[src/rtl/seq_mult_ctrl.sv]
// seq_mult_ctrl: sequential shift-and-add unsigned multiplier.
// One partial product per cycle; product ready WIDTH cycles after start.
//
// Ports:
//   clk   - clock, all state changes on rising edge
//   rst   - synchronous active-high reset
//   start - multiply request, sampled only in IDLE
//   a, b  - WIDTH-bit unsigned operands, sampled with start
//   busy  - high while iterating (CALC)
//   done  - one-cycle pulse, p holds the new product
//   p     - 2*WIDTH-bit product, held until the next completion
module seq_mult_ctrl #(
   parameter int WIDTH = 4
) (
   input  logic               clk,
   input  logic               rst,
   input  logic               start,
   input  logic [WIDTH-1:0]   a,
   input  logic [WIDTH-1:0]   b,
   output logic               busy,
   output logic               done,
   output logic [2*WIDTH-1:0] p
);

   localparam int PW = 2 * WIDTH;
   localparam int CW = $clog2(WIDTH);
   localparam logic [CW-1:0] LAST = CW'(WIDTH - 1);

   typedef enum logic [1:0] {
      IDLE,
      CALC,
      DONE
   } state_t;

   state_t state_q;
   state_t state_d;

   logic [PW-1:0]    acc_q;
   logic [PW-1:0]    mcand_q;
   logic [WIDTH-1:0] mplier_q;
   logic [CW-1:0]    cnt_q;
   logic [PW-1:0]    p_q;
   logic [PW-1:0]    acc_nxt;

   // Operands never exceed 2*WIDTH bits, so the add cannot carry out.
   assign acc_nxt = mplier_q[0] ? acc_q + mcand_q : acc_q;

   always_ff @(posedge clk) begin
      if (rst) begin
         state_q <= IDLE;
      end else begin
         state_q <= state_d;
      end
   end

   always_comb begin
      state_d = state_q;
      unique case (state_q)
         IDLE: begin
            if (start) begin
               state_d = CALC;
            end
         end
         CALC: begin
            if (cnt_q == LAST) begin
               state_d = DONE;
            end
         end
         DONE: begin
            state_d = IDLE;
         end
         default: begin
            state_d = IDLE;
         end
      endcase
   end

   always_ff @(posedge clk) begin
      if (rst) begin
         acc_q    <= '0;
         mcand_q  <= '0;
         mplier_q <= '0;
         cnt_q    <= '0;
         p_q      <= '0;
      end else begin
         unique case (state_q)
            IDLE: begin
               if (start) begin
                  mcand_q  <= {{WIDTH{1'b0}}, a};
                  mplier_q <= b;
                  acc_q    <= '0;
                  cnt_q    <= '0;
               end
            end
            CALC: begin
               acc_q    <= acc_nxt;
               mcand_q  <= mcand_q << 1;
               mplier_q <= mplier_q >> 1;
               cnt_q    <= cnt_q + CW'(1);
               // Last step: publish the sum including this edge's add.
               if (cnt_q == LAST) begin
                  p_q <= acc_nxt;
               end
            end
            default: begin
            end
         endcase
      end
   end

   assign busy = (state_q == CALC);
   assign done = (state_q == DONE);
   assign p    = p_q;

endmodule

[config.mk]
export PLATFORM = sky130hd
export DESIGN_NAME = seq_mult_ctrl
export DESIGN_NICKNAME = d
export VERILOG_FILES = /design/src/rtl/seq_mult_ctrl.sv
export SDC_FILE = /design/constraint.sdc
export NUM_CORES = 1
export LEC_CHECK = 0
export CAP_MARGIN = 20
export CORE_ASPECT_RATIO = 0.7
export CORE_MARGIN = 3
export CORE_UTILIZATION = 35
export DETAILED_ROUTE_END_ITERATION = 10
export PLACE_DENSITY = 0.51
export SLEW_MARGIN = 40
export SYNTH_ARGS = -nofsm -noshare
export SYNTH_HDL_FRONTEND = slang
export SYNTH_SLANG_ARGS = --single-unit
[constraint.sdc]
create_clock -name clk -period 2.85 [get_ports clk]
set_clock_uncertainty 0.15 [all_clocks]
set_input_delay 0.4275 -clock clk [delete_from_list [all_inputs] [get_ports clk]]
set_output_delay 0.4275 -clock clk [all_outputs]
set_load 0.005 [all_outputs]
==> metrics.md <==
| Metric | Value |
|---|---|
| Peak fanout along the critical path | 12 |
| Final WL | ~4.0 mm |
| DP Area | about 1900 um2 |
| Initial antenna violation count | 0 |
| Fin util | 44.7% |
| Die Wd | a little under 90 um |
| Power Total | 0.000918 W |
| Switch Pwr | 0.000236 W |
| GRT overflow | 0 |
| Sequential cell area | around 640 um2 |
| Synth Net Count | approximately 200 |
| Int Pwr | 0.000681 W |
| Largest net degree at the start of global routing | 16 |
| Total track usage | 15.3% |
| Seq pwr share | 51.8% |
| CTS Buffer Depth | 2 |
| Clock latency on the worst-skew pair | about 280 ps |
| Worst Tran Pin Value | just under 600 ps |
| DIE HEIGHT | between 60 and 70 um |
| Antenna-violating nets left | 0 |
| Worst r2r src | mcand_q[0] |
| Clock net sink count | 32 |
| Pwr per Cell Area | roughly 460 nW/um2 |
| Outcome | finished, final reports clean |
| CP endpoint kind | output port |
| First-pass GRT wire length | between 6 and 7 mm |
| Net count, final | about 230 |
| Synthesized instance count | about 190 |
| Top Ports | 21 |
| Minimum clock period | 2420 ps |
| Total die area | roughly 5600 um2 |
| Slowest cell on crit path | dfxtp_1 |
| Residual DRC | 0 |
| P&R area growth vs syn | 20.3% |
| FF+latch count, synth | 32 |
| Hold Path Class | reg2reg |
| Crit start category | register |
| DR pass1 iterations | 4 |
| Final setup fails | 0 |
| Vias in the first global route | about 1.3k |
| RSZ-0062 raised after global routing | false |
| CTS Buf Count | 5 |
| Count of input and output buffers | 20 |
| R2R setup slack | roughly 620 ps |
| Row count | 20 |
| Synthesized area per cell | about 8.9 um2 |
| Core Region | roughly 4500 um2 |
| Sum Neg Setup Slack | 0 ps |
| Hold buffers post-CTS | 0 |
| PostCTS Resize Cnt | 0 |
| Hold slack final | about 320 ps |
| Vias per cell | about 5.4 |
| Comb power frac | approximately an eighth |
| Largest area contributor in the netlist | dfxtp_1 |
| Max Cap Viol | 0 |
| Clock Power Share | about 35% |
| Switching part of the total | around a quarter |
| # diodes | 0 |
| Static Leak | ~0.8 nW |
| Post-DR wirelength/cell | 15.1 um |
| Hold Path End | p[2] |
| Kind of critical path | reg2out |
| Syn. warnings | 0 |
| Slew Limit Headroom | between 60% and 70% |
| Starting Density | a little under two fifths |
| CTS tree | yes |
| WHS Path Cells | 2 |
| Fmax | slightly above 400 MHz |
| Yosys cell types | 38 |
| Peak VDD IR | between 0.2 and 0.25 mV |
| Register area share after synthesis | between 30% and 40% |
| Synth top area share | 38.7% |
| Max incr delay on CP | approximately 540 ps |
| Crit share post-route | between 80% and 90% |
| Final instance area | 1990 um2 |
| Clock Pin Slew Worst Setup and Hold Paths | approximately 70 ps |
| CTS root buffer | clkbuf_8 |
| Worst path arrival time | roughly 1800 ps |
| Hold_sp | p[2] |
| Final hold violation count | 0 |
| Detailed Route Iter0 Violations | 58 |
| Fillers | between 400 and 500 |
| Routability congestion estimate | approximately 0.83 |
| Synth Cell Area | around 1700 um2 |
| Share of cells above drive strength 1 | around 8.2% |
| WP data required | about 2300 ps |
| Vias | 1423 |
| Multi-input logic area | 951 um2 |
| Synth top area cells | dfxtp_1, nor2_1, ha_1, a211oi_1, mux2i_1 |
| DPL Wire Length | a little under 3 mm |
| Setup Buffers After CTS | 0 |
| Fin. max-slew vios | 0 |
| CTS H-Tree Depth | 2 |
| Cell count of the worst reg-to-reg path | 6 |
| Critical R2R Capture | p[4] |
| Crit path cell chain | nand2b_1 -> inv_1 -> clkdlybuf4s50_1 |
[synth_stat cells]
library cell,n
buf_2,6
mux2i_1,7
o21ba_2,1
nor2_1,29
a221oi_2,1
a22oi_1,6
o2bb2ai_1,2
nand3_1,2
o31a_1,1
o21ai_1,2
xnor2_1,4
xor2_1,2
o211ai_1,3
a21o_1,3
nor3_1,6
fa_1,1
and3_1,1
a22o_1,5
o21bai_1,1
buf_1,1
inv_1,4
and3b_1,1
nand3b_1,1
ha_1,8
clkbuf_1,2
a2bb2oi_1,2
buf_4,1
a31oi_1,2
a32oi_1,2
dfxtp_1,32
nor2b_1,8
a211oi_1,10
nand2b_1,3
a211oi_2,1
mux2_2,3
a21oi_1,13
o21ai_0,1
nand2_1,7
[stage by stage]
| step | std cells | setup WS [ps] |
|---|---|---|
| finish | 262 | 431 |
| global route | 262 | 261 |
| CTS | 262 | 406 |
| detailed placement | 255 | 610 |
| global placement | 255 | 642 |
| floorplan | 185 | 773 |
[cells by family (layout without fill, tap and decap cells)]
group / after synthesis / after routing / share of synthesized area, %
and+or+nand+nor: 58 / 58 / 16.1
AOI/OAI and AO/OA: 56 / 56 / 24.6
DFF: 32 / 32 / 38.7
buffers and inverters: 14 / 36 / 3.85
muxes: 10 / 10 / 6.27
adders and majority gates: 9 / 9 / 7.26
xor gates and xnor gates: 6 / 6 / 3.17
[cell type report]
class                      count  share of cell area, %
multi-input combinational    139                   47.8
sequential                    32                   32.2
timing repair buffer          25                   11.9
clock buffer                   6                   3.65
tap                           55                   3.46
inverter                       4                  0.754
clock inverter                 1                  0.251
[how the worst max path moves through the flow]
| stage | from | end | cells after the start |
|---|---|---|---|
| 6_report | state_q[0] | busy | 3 |
| 5_1_grt | state_q[0] | busy | 3 |
| 4_1_cts | state_q[0] | busy | 3 |
| 3_5_place_dp | start | acc_q[5] | 5 |
| 3_3_place_gp | mcand_q[0] | p[4] | 6 |
| 2_1_floorplan | acc_q[0] | p[4] | 6 |
[flip-flops by register name, summed over array words and instances, names as in the netlist]
signal,count
mplier_q,4
cnt_q,2
acc_q,8
mcand_q,8
state_q,2
p,8
[power groups by stage]
stage	logic, W	registers (W)	clock network (W)
after global routing	0.000131	0.000477	0.000351
after global placement	0.000116	0.000485	0
after CTS	0.000118	0.000475	0.000330
after floorplan	0.0000797	0.000481	0
final	0.000118	0.000475	0.000324
after detailed placement	0.000118	0.000485	0
[cell usage in the layout, fill, tap and decap left out, types with 4 or more instances in the layout]
| master | synthesis | routed |
|---|---|---|
| a22oi_1 | 6 | 6 |
| clkdlybuf4s50_1 | 0 | 20 |
| buf_4 | 1 | 5 |
| nor2b_1 | 8 | 8 |
| a21oi_1 | 13 | 13 |
| nand2_1 | 7 | 7 |
| nor3_1 | 6 | 6 |
| ha_1 | 8 | 8 |
| nor2_1 | 29 | 29 |
| xnor2_1 | 4 | 4 |
| a22o_1 | 5 | 5 |
| dfxtp_1 | 32 | 32 |
| mux2i_1 | 7 | 7 |
| inv_1 | 4 | 4 |
| clkbuf_8 | 0 | 5 |
| a211oi_1 | 10 | 10 |
[layer usage]
metal / up-vias / GRT usage (%) / wire length, um
met5: - / 0 / 0
met4: 0 / 4.53 / 41
met3: 6 / 4.84 / 180
met2: 29 / 20.4 / 1590
met1: 671 / 23.0 / 2150
li1: 717 / - / -
[worst max-delay path, delay by kind of cell, from the launching register on]
family / cells / cell delay, ps
simple gates: 1 / 340
flops: 1 / 540
buf+inv: 2 / 690
No activity file was read; power rests on OpenSTA's default activity.
